$ cat config.mk
export PLATFORM = sky130hd
export DESIGN_NAME = round_key_gen
export DESIGN_NICKNAME = d
export VERILOG_FILES = /design/src/rtl/round_key_gen_pkg.sv /design/src/rtl/round_key_gen_rk_step.sv /design/src/rtl/round_key_gen.sv
export SDC_FILE = /design/constraint.sdc
export NUM_CORES = 1
export LEC_CHECK = 0
export ABC_AREA = 1
export BUFFER_PORTS_ARGS = -buffer_cell sky130_fd_sc_hd__buf_2
export CORE_ASPECT_RATIO = 2
export CORE_UTILIZATION = 47
export CTS_CLUSTER_DIAMETER = 50
export CTS_CLUSTER_SIZE = 30
export DETAILED_ROUTE_END_ITERATION = 10
export GPL_ROUTABILITY_DRIVEN = 0
export HOLD_SLACK_MARGIN = 0.06
export PLACE_DENSITY = 0.81
export REMOVE_ABC_BUFFERS = 1
export SLEW_MARGIN = 30
export SYNTH_ARGS = -nofsm -noshare
export SYNTH_HDL_FRONTEND = slang
export SYNTH_HIERARCHICAL = 1
export SYNTH_SLANG_ARGS = --single-unit
$ cat constraint.sdc
create_clock -name clk -period 5.5 [get_ports clk]
set_clock_uncertainty 0.2 [all_clocks]
set_input_delay 0.275 -clock clk [delete_from_list [all_inputs] [get_ports clk]]
set_output_delay 0.275 -clock clk [all_outputs]
set_load 0.005 [all_outputs]
$ cat src/rtl/round_key_gen_pkg.sv
// Shared definitions for the Pelican round-key schedule: widths, FSM states
// and the 6-bit round-constant LFSR step functions (forward and inverse).
package round_key_gen_pkg;

   localparam int RC_W   = 6;
   localparam int WORD_W = 32;
   localparam int KEY_W  = 4 * WORD_W;

   typedef enum logic [1:0] {
      IDLE = 2'd0,
      PREP = 2'd1,
      EMIT = 2'd2
   } rk_state_t;

   // Forward LFSR step: shift left, feed back the complemented XOR of the two top bits.
   function automatic logic [RC_W-1:0] rc_fwd(input logic [RC_W-1:0] r);
      return {r[4:0], ~(r[5] ^ r[4])};
   endfunction

   // Exact inverse of rc_fwd: recover the bit shifted out of the top.
   function automatic logic [RC_W-1:0] rc_inv(input logic [RC_W-1:0] r);
      return {~(r[0] ^ r[5]), r[5:1]};
   endfunction

endpackage

$ cat src/rtl/round_key_gen_rk_step.sv
// Combinational single step of the key schedule state (k0..k3 and rc).
// dir=0 advances one round, dir=1 undoes one round exactly.
module rk_step
   import round_key_gen_pkg::*;
#(
   parameter int ROT = 8
) (
   input  logic             dir,
   input  logic [KEY_W-1:0] key_cur,
   input  logic [RC_W-1:0]  rc_cur,
   output logic [KEY_W-1:0] key_nxt,
   output logic [RC_W-1:0]  rc_nxt
);

   localparam int R = ROT % WORD_W;

   logic [WORD_W-1:0] k0, k1, k2, k3;

   assign {k0, k1, k2, k3} = key_cur;

   function automatic logic [WORD_W-1:0] rotl(input logic [WORD_W-1:0] x);
      if (R == 0) return x;
      return (x << R) | (x >> (WORD_W - R));
   endfunction

   function automatic logic [WORD_W-1:0] rotr(input logic [WORD_W-1:0] x);
      if (R == 0) return x;
      return (x >> R) | (x << (WORD_W - R));
   endfunction

   // Forward step by default; reverse step rotates the recycled word back into k0.
   always_comb begin
      key_nxt = {k1, k2, k3, rotl(k0)};
      rc_nxt  = rc_fwd(rc_cur);
      if (dir) begin
         key_nxt = {rotr(k3), k0, k1, k2};
         rc_nxt  = rc_inv(rc_cur);
      end
   end

endmodule

$ cat src/rtl/round_key_gen.sv
// Sequential producer of per-round (key0, key2, rc) beats over a valid/ready
// handshake. Forward mode emits rounds 0..N-1; decrypt mode first runs the
// schedule forward to round N-1 internally, then emits rounds N-1..0.
module round_key_gen
   import round_key_gen_pkg::*;
#(
   parameter int              NUM_ROUNDS = 32,
   parameter logic [RC_W-1:0] RC_INIT    = 6'h01,
   parameter int              ROT        = 8
) (
   input  logic              clk,
   input  logic              rst_n,
   input  logic              start,
   input  logic              decrypt,
   input  logic [KEY_W-1:0]  key_in,
   input  logic              out_ready,
   output logic              out_valid,
   output logic [WORD_W-1:0] key0,
   output logic [WORD_W-1:0] key2,
   output logic [RC_W-1:0]   rc,
   output logic              last,
   output logic              busy
);

   localparam logic [5:0] LAST_CNT = 6'(NUM_ROUNDS - 1);
   localparam logic [5:0] PREP_END = 6'(NUM_ROUNDS - 2);

   rk_state_t        state, state_nxt;
   logic [5:0]       cnt;
   logic             dir;
   logic [KEY_W-1:0] key_r, key_nxt;
   logic [RC_W-1:0]  rc_r, rc_nxt;
   logic             step_dir;
   logic             hs;

   assign out_valid = (state == EMIT);
   assign last      = (state == EMIT) && (cnt == LAST_CNT);
   assign busy      = (state != IDLE);
   assign hs        = out_valid & out_ready;
   assign key0      = key_r[KEY_W-1 -: WORD_W];
   assign key2      = key_r[2*WORD_W-1 -: WORD_W];
   assign rc        = rc_r;

   // Fast-forward in PREP is always a forward step; EMIT follows the latched direction.
   assign step_dir  = (state == EMIT) & dir;

   rk_step #(.ROT(ROT)) u_step (
      .dir     (step_dir),
      .key_cur (key_r),
      .rc_cur  (rc_r),
      .key_nxt (key_nxt),
      .rc_nxt  (rc_nxt)
   );

   // FSM state register.
   always_ff @(posedge clk or negedge rst_n) begin
      if (!rst_n) state <= IDLE;
      else        state <= state_nxt;
   end

   // Next-state logic: start only matters in IDLE, so it never restarts a running schedule.
   always_comb begin
      state_nxt = state;
      case (state)
         IDLE:    if (start) state_nxt = decrypt ? PREP : EMIT;
         PREP:    if (cnt == PREP_END) state_nxt = EMIT;
         EMIT:    if (hs && last) state_nxt = IDLE;
         default: state_nxt = IDLE;
      endcase
   end

   // Key/rc registers and round counter; PREP steps every cycle, EMIT steps per accepted beat.
   always_ff @(posedge clk or negedge rst_n) begin
      if (!rst_n) begin
         key_r <= '0;
         rc_r  <= '0;
         cnt   <= '0;
         dir   <= 1'b0;
      end else begin
         case (state)
            IDLE: begin
               if (start) begin
                  key_r <= key_in;
                  rc_r  <= RC_INIT;
                  cnt   <= '0;
                  dir   <= decrypt;
               end
            end
            PREP: begin
               key_r <= key_nxt;
               rc_r  <= rc_nxt;
               cnt   <= (cnt == PREP_END) ? 6'd0 : cnt + 6'd1;
            end
            EMIT: begin
               if (hs) begin
                  key_r <= key_nxt;
                  rc_r  <= rc_nxt;
                  cnt   <= cnt + 6'd1;
               end
            end
            default: ;
         endcase
      end
   end

endmodule
==> results of run 1 <==
[layout make-up]
| class | instances | area (um^2) |
|---|---|---|
| clock buffers | 19 | 453 |
| clock inverters | 11 | 213 |
| fillers | 1628 | 7460 |
| inverters | 85 | 329 |
| multi-input cells | 876 | 4080 |
| flip-flops and latches | 143 | 3580 |
| well taps | 255 | 319 |
| repair buffers | 343 | 2400 |
[Yosys cell counts (2+ instances only)]
cell / n
nand2_1: 316
nor2_1: 264
dfrtp_1: 143
o31ai_1: 128
inv_1: 83
buf_4: 81
o21ai_0: 69
o21ai_1: 62
clkbuf_1: 26
buf_6: 21
buf_2: 17
nand3_1: 17
clkbuf_2: 6
ha_1: 6
nand4_1: 4
o21bai_1: 2
[worst min path at each step]
stage / startpoint / end / slack (ns) / cells after the start
finish: out_ready / state[0] / 0.18 / 7
global placement: rst_n / key_r[52] / 0.23 / 1
global route: out_ready / state[0] / 0.23 / 7
detailed placement: rst_n / key_r[52] / 0.23 / 1
CTS: out_ready / state[1] / 0.18 / 7
floorplan: rst_n / cnt[0] / -0.22 / 0
[cells in the final DEF, fill, tap and decap left out, drive strengths merged, types with 18 or more instances in the layout]
master | netlist | final
dfrtp | 143 | 143
nand3 | 18 | 18
dlygate4sd3 | 0 | 132
nand2 | 317 | 317
clkbuf | 32 | 19
buf | 120 | 211
o31ai | 128 | 128
inv | 85 | 85
nor2 | 266 | 266
o21ai | 132 | 132
[worst reg2reg max path, delay by kind of cell, from the launching register on]
family          cells  cell delay [ns]
buf+inv             4             1.73
compound gates      2             0.54
flops               1             0.41
fa+ha+maj           1             0.32
simple gates        2             0.23
[flip-flops by register name, indices dropped and copies added, names as in the netlist]
signal  flops
dir         1
state       2
key_r     128
rc          6
cnt         6
[cells by family (layout without fill, tap and decap cells)]
group | after synthesis | in the layout
XOR/XNOR | 1 | 1
flip-flops | 143 | 143
buffers and inverters | 237 | 458
AO/OA/AOI/OAI | 263 | 263
adder cells (fa/ha/maj) | 6 | 6
AND/OR/NAND/NOR | 606 | 606
[stage by stage]
stage / std cells / hold WS (ns) / worst slack, ns / utilization / power, uW
after floorplan: 1104 / -0.221 / -0.374 / - / 4410
after global placement: 1570 / 0.226 / 1.87 / 0.498 / 5290
after detailed placement: 1570 / 0.232 / 2.05 / 0.498 / 5390
after CTS: 1732 / 0.177 / 2.03 / 0.604 / 6810
after global routing: 1732 / 0.230 / 1.64 / 0.604 / 7480
final: 1732 / 0.184 / 1.96 / 0.604 / 6900
[power breakdown]
group	internal, uW	switching [uW]	leakage [uW]
clock	867	461	0.000317
combinational	1270	2250	0.00352
sequential	1610	453	0.00173
total	3740	3160	0.00557
[timing repair]
action,CTS,global route
hold buffers,132,0
hold endpoints to repair,223,0
setup endpoints to repair,0,0
resized for setup,0,0
[metal layers]
metal | track usage | vias up
li1 | - | 4418
met1 | 0.328 | 4350
met2 | 0.475 | 414
met3 | 0.0537 | 136
met4 | 0.174 | 0
met5 | 0 | -
==> results.tsv, run 1 <==
metric	value	unit
synth_edf_count	0	
hold_viol	0	
cts-htree-levels	4	
critPathCapture	key_r[53]	
slew_viol_final	0	
synth_compound_area_frac	0.182	
clk_pin_slew_worst_paths	0.06	ns
fmax	282	MHz
arrival	3.67	ns
leakage	0.00557	uW
die-area	19800	um^2
drt_iter0_markers	691	
cts_buffer_depth	2	
r2r.worst_path.cells	9	
diodes	0	
core-area	18800	um^2
cp.depth	9	
synth_xor_area_frac	0.000970	
synth_top_cell_area_share	0.396	
crit_path_max_incr_delay	0.60	ns
chipHeight	198	um
met3_length	1400	um
cts_tree	built	
path_max_fanout	135	
worst_slew_pin_slew	0.893	ns
nets	1605	
clock_latency	0.44	ns
power_density	607	nW/um^2
max_slew_margin	0.405	
maxCapViolations	0	
areaGrowthSynthToFinish	25.9	%
worstPathCellList	inv_1, ha_1, nand2_1, inv_6, inv_4, buf_4, o21ai_1, nor2_1, o31ai_1	
gr-total-overflow	0	
first_pass_iters	7	
cp.required	5.63	ns
synthTopCellsByArea	dfrtp_1 40%, nand2_1 13%, nor2_1 11%	
die_w	100	um
top_layer	met4	
rows	71	
routed-wl-met2	13500	um
boundaryPins	206	
vias	9318	
synth_seq_cells	143	
synthSimpleGateAreaFrac	0.258	
layout_min_cycle_time	3.54	ns
syn_avg_cell_area	7.19	um^2
yosys.area.top_type	dfrtp_1	
fin_crit_sh	0.644	
end_kind	flip-flop	
grt_pass1_vias	8930	
ys_seq_area_frac	0.396	
yosysWarnings	6	
ys_types	27	
path_buf_inv	4	
wl	27000	um
rsz0062_at_grt	false	
avgRoutedWirePerCell	15.6	um
cts_num_sinks	143	
postPlaceCellArea	9390	um^2
critPathTopFamily	buffers and inverters	
wl_met1	10300	um
synthAdderAreaFrac	0.00831	
cts_buffers	17	
worst_ir_drop_vdd	0.000513	V
portBuffers	205	
grt_max_degree	138	
slowest_stage	inv_6	
initial_core_util	0.480	
ys.flop_type	dfrtp_1	
tns	0	ns
rr_endpoint	key_r[53]	
setup_viol	0	
cts-root-buf	clkbuf_16	
stdcell_area	11400	um^2
drc	0	
rrSetupSlack	1.96	ns
hold_path.class	primary input to flip-flop	
hpwl	15100	um
syn_inst	1256	
status	finished, final reports clean	
netlist_area	9030	um^2
via_per_inst	5.38	
startpoint	state[0]	
r2r-start	state[0]	
synth_mux_area_frac	0	
crit_type	flip-flop to flip-flop	
startpoint_type	flip-flop	
grt_pass1_wl	43300	um
cts_setup_buffers	0	
antenna_found_initial	0	
drive_gt1_frac	0.170	
antenna_left	0	
synth_top_family_by_area	simple AND/OR/NAND/NOR gates	
ys_async_sr_fraction	1.00	
grt_use_total	0.282	
Power figures use the tool's default switching activity.
==> run 2: changes to the inputs <==
- ABC_AREA: 1 -> 0
- PLACE_DENSITY: 0.81 -> 0.84
- clock period: 5.5 -> 3 ns (I/O delays scaled with it)
==> run 2 against run 1 <==
Wire length fell by 7.3%. Synthesized cell count fell by 31%. Sequential power rose by 89%. Clock power rose by 60%. Worst hold slack got worse by 0.059 ns. Non-clock buffer count rose by 11. Flip-flop and latch count did not move. Critical endpoint is now key_r[39]. Largest power group unchanged.
==> results.tsv, run 2 <==
metric	value	unit
syn_inst	864	
first_pass_iters	4	
initial_core_util	0.477	
cts-root-buf	clkbuf_16	
hold_buffers	136	
synth_most_common_cell	nand2_1	
cts_buffer_depth	2	
maxCapViolations	0	
hold_path.class	primary input to flip-flop	
largest_reg_flops	128	
drc	0	
worst_slew_pin_slew	0.619	ns
rsz0062_at_grt	false	
diodes	0	
stdcell_count	1381	
power_density	1160	nW/um^2
leakage	0.00552	uW
grt_pass1_vias	7861	
areaGrowthSynthToFinish	30.3	%
cts_buffers	17	
core-area	18700	um^2
crit_type	flip-flop to flip-flop	
slew_viol_final	0	
hpwl	14400	um
boundaryPins	206	
worst_ir_drop_vdd	0.000997	V
cts_tree	built	
ys_seq_area_frac	0.400	
end_kind	flip-flop	
chipHeight	197	um
gr-total-overflow	0	
max_slew_margin	0.588	
final_cell_mix	205 x buf_2, 149 x nand2_1, 143 x dfrtp_1	
synth_seq_cells	143	
clk_pin_slew_worst_paths	0.06	ns
status	finished, final reports clean	
regMostFlops	key_r	
layout_commonest_cell	buf_2	
syn_avg_cell_area	10.4	um^2
hold_viol	0	
ys_types	37	
startpoint_type	flip-flop	
drt_iter0_markers	444	
synthTopCellsByCount	149 x nand2_1, 143 x dfrtp_1, 133 x o21ai_0	
synth_edf_count	0	
ys.flop_type	dfrtp_1	
die-area	19600	um^2
holdWs	0.126	ns
synth_top_cell_area_share	0.400	
rows	71	
antenna_left	0	
cts_setup_buffers	0	
layout_min_cycle_time	2.62	ns
dp_cells	1213	
via_per_inst	5.36	
arrival	2.64	ns
fill_cells	1427	
portBuffers	205	
yosys.area.top_type	dfrtp_1	
die_w	99.5	um
yosysWarnings	6	
fin_crit_sh	0.872	
wl	25000	um
ys_async_sr_fraction	1.00	
nets	1252	
netlist_area	8940	um^2
power	13500	uW
grt_use_total	0.259	
antenna_found_initial	0	
setup_viol	0	
vias	7406	
post_cts_resized	0	
cts-htree-levels	4	
path_max_fanout	46	
grt_max_degree	107	
cts_num_sinks	143	
grt_pass1_wl	39100	um
seq_area	3580	um^2
fmax	382	MHz
clock_latency	0.43	ns
cp.required	3.03	ns
multiInputGateArea	4560	um^2
synthTopCellsByArea	dfrtp_1 40%, mux2i_1 14%, mux2_2 11%	
drive_gt1_frac	0.345	
avgRoutedWirePerCell	18.1	um
## run 2: cell types whose count changed in the layout (fill, tap and decap cells not counted), sizes merged, moves of 77 or more
cell	change
inv	-77
nand2	-168
nor2	-264
o31ai	-126
mux2i	+128
mux2	+133
## run 2: area by class of cell
type	instances	area share
multi-input cells	591	0.391
clock inverters	13	0.0119
inverters	6	0.00193
clock buffers	19	0.0380
well taps	255	0.0274
flip-flops and latches	143	0.307
repair buffers	354	0.223
## run 2: worst paths after layout
check / startpoint / slack (ns) / end / cells past startpoint
min in group asynchronous: rst_n / 0.51 / key_r[69] / 3
hold reg to reg: key_r[17] / 0.31 / key_r[17] / 2
hold / removal: out_ready / 0.13 / state[0] / 4
setup reg to reg: state[0] / 0.38 / key_r[39] / 7
max in group asynchronous: rst_n / 1.28 / key_r[30] / 4
setup / recovery: state[0] / 0.38 / key_r[39] / 7
## run 2: power breakdown
part	leakage, uW	internal [uW]	switching, uW
registers	0.00177	2920	968
clock network	0.000272	1250	881
logic	0.00348	3770	3680
total	0.00552	7940	5520
## run 2: through the flow
stage / util / worst slack (ns) / instance area, um^2 / TNS, ns
after detailed placement: 0.519 / 0.634 / 9720 / 0
after global placement: 0.519 / 0.723 / 9720 / 0
after floorplan: - / -2.78 / 8140 / -385.08
final: 0.622 / 0.385 / 11700 / 0
after CTS: 0.622 / 0.312 / 11700 / 0
after global routing: 0.622 / 0.318 / 11700 / 0
## run 2: per-layer routing
layer | up-vias | part of all wire | global-route usage
met5 | - | 0 | 0
met4 | 0 | 0.067 | 0.200
met3 | 123 | 0.034 | 0.0460
met2 | 259 | 0.52 | 0.447
met1 | 3583 | 0.37 | 0.277
li1 | 3441 | - | -
## run 2: logic make-up after synthesis
group | Yosys count | share of synthesized area
compound gates | 147 | 0.0856
xor+xnor | 2 | 0.00196
fa+ha+maj | 6 | 0.00839
buf+inv | 130 | 0.0926
flops | 143 | 0.400
mux | 261 | 0.331
simple gates | 175 | 0.0804
## run 2: worst max-delay path, cell delays in order (launching register included)
cell and delay [ns]:
dfrtp_1 0.43, inv_1 0.14, ha_1 0.31, and2_4 0.25, buf_12 0.26, mux2_2 0.42, mux2i_1 0.13, o21ai_0 0.21
==> run 3: changes to the inputs <==
- PLACE_DENSITY: 0.84 -> 0.81
- clock period: 3 -> 2.7 ns (I/O delays scaled with it)
==> run 3 against run 2 <==
Design area grew 0.88%. Core utilization rose by 0.55 points. Worst setup slack lost 0.25 ns. Wire length down 4.9%. Die area unchanged. Worst hold slack lost 0.035 ns. Global-route usage is 1.1 points lower. Register-to-register slack worse by 0.25 ns. Sequential power rose by 10%. Power rose by 12%. Critical endpoint is now key_r[101].
==> results.tsv, run 3 (synthesis results as in run 2) <==
metric	value	unit
worst_slew_pin_slew	0.663	ns
leakage	0.00556	uW
critPathTopFamily	multiplexers	
final_cell_mix	204 x buf_2, 149 x nand2_1, 143 x dfrtp_1	
slew_viol_final	0	
antenna_left	0	
core-area	18700	um^2
die_w	99.5	um
via_per_inst	5.26	
nets	1250	
layout_min_cycle_time	2.57	ns
startpoint_type	flip-flop	
p_sw	5920	uW
stdcell_count	1382	
rows	71	
cts_num_sinks	143	
chipHeight	197	um
pwr-share-comb	0.536	
cts-htree-levels	4	
gr-total-overflow	0	
fin_crit_sh	0.951	
holdWs	0.0903	ns
r2r-start	state[0]	
hold_path.class	primary input to async pin	
cp.required	2.71	ns
avgRoutedWirePerCell	17.2	um
path_max_fanout	48	
crit_type	flip-flop to flip-flop	
boundaryPins	206	
worst_ir_drop_vdd	0.00217	V
initial_core_util	0.477	
drive_gt1_frac	0.345	
antenna_found_initial	4	
cts_buffers	17	
cts_buffer_depth	2	
rsz0062_at_grt	false	
slowest_stage	dfrtp_1	
grt_pass1_vias	7511	
first_pass_iters	5	
cts-root-buf	clkbuf_16	
hpwl	13800	um
fill_cells	1388	
max_slew_margin	0.558	
areaGrowthSynthToFinish	31.5	%
hold_viol	0	
internal-power	9210	uW
cts_tree	built	
fmax	390	MHz
die-area	19600	um^2
pwr-share-seq	0.283	
cts_setup_buffers	0	
crit_path_max_incr_delay	0.41	ns
clk_pin_slew_worst_paths	0.06	ns
multiInputGateArea	4560	um^2
clock_power_share	0.180	
vias	7267	
startpoint	state[0]	
rrSetupSlack	0.13	ns
seq_area	3580	um^2
dp_cells	1212	
layout_commonest_cell	buf_2	
worstPathCellList	inv_1, ha_2, and2_4, buf_16, mux2_2, mux2i_1, o21ai_0	
path_buf_inv	2	
wl	23800	um
grt_use_total	0.248	
end_kind	flip-flop	
setup_viol	0	
largest_reg_flops	128	
status	finished, final reports clean	
maxCapViolations	0	
portBuffers	205	
p_sw_frac	0.391	
grt_pass1_wl	37700	um
drc	0	
clock_latency	0.42	ns
regMostFlops	key_r	
arrival	2.57	ns
drt_iter0_markers	308	
grt_max_degree	112	
power_density	1290	nW/um^2
[run 3: cell count changes in the layout (fill, tap and decap cells not counted), moves of 2 or more]
cell / before / now
clkbuf_8: 1 / 3
bufinv_16: 2 / 6
inv_6: 2 / 0
diode_2: 0 / 4
clkinvlp_4: 5 / 2
[run 3: worst paths after layout]
| kind | end | cells after the start |
|---|---|---|
| setup / recovery | key_r[101] | 7 |
| hold / removal | key_r[102] | 2 |
| setup reg to reg | key_r[101] | 7 |
| hold reg to reg | key_r[4] | 2 |
| max in group asynchronous | key_r[95] | 3 |
| min in group clk | key_r[4] | 2 |
[run 3: cell type report]
class                   instances  share of cell area
diodes                          4            0.000851
inverters                       6             0.00192
clock inverters                11              0.0179
multi-input cells             591               0.388
clock buffers                  20              0.0397
flip-flops and latches        143               0.304
well taps                     255              0.0271
repair buffers                352               0.221
[run 3: timing repair]
| action | in CTS | in global routing |
|---|---|---|
| hold endpoints to repair | 274 | 0 |
| gates resized for setup | 0 | 2 |
| hold buffers | 135 | 0 |
| setup endpoints to repair | 0 | 1 |
[run 3: layer usage]
layer	track usage	up-vias	wire length, um
li1	-	3452	-
met1	0.269	3465	9000
met2	0.426	245	12400
met3	0.0460	105	835
met4	0.186	0	1630
met5	0	-	0
[run 3: power groups by stage]
stage	Sequential [uW]	Clock, uW	Combinational, uW
6_report	4280	2730	8110
3_3_place_gp	4230	0	7490
5_1_grt	4410	2850	8870
3_5_place_dp	4270	0	7730
4_1_cts	4240	2770	7950
2_1_floorplan	3930	0	4650
[run 3: stage by stage]
step | cell area [um^2] | worst slack (ns) | util | total power (uW) | TNS [ns]
4_1_cts | 11700 | 0.293 | 0.626 | 15000 | 0
6_report | 11800 | 0.134 | 0.627 | 15100 | 0
5_1_grt | 11800 | 0.0228 | 0.627 | 16100 | 0
3_5_place_dp | 9710 | 0.323 | 0.518 | 12000 | 0
3_3_place_gp | 9710 | 0.429 | 0.518 | 11700 | 0
2_1_floorplan | 8140 | -3.08 | - | 8580 | -427.08
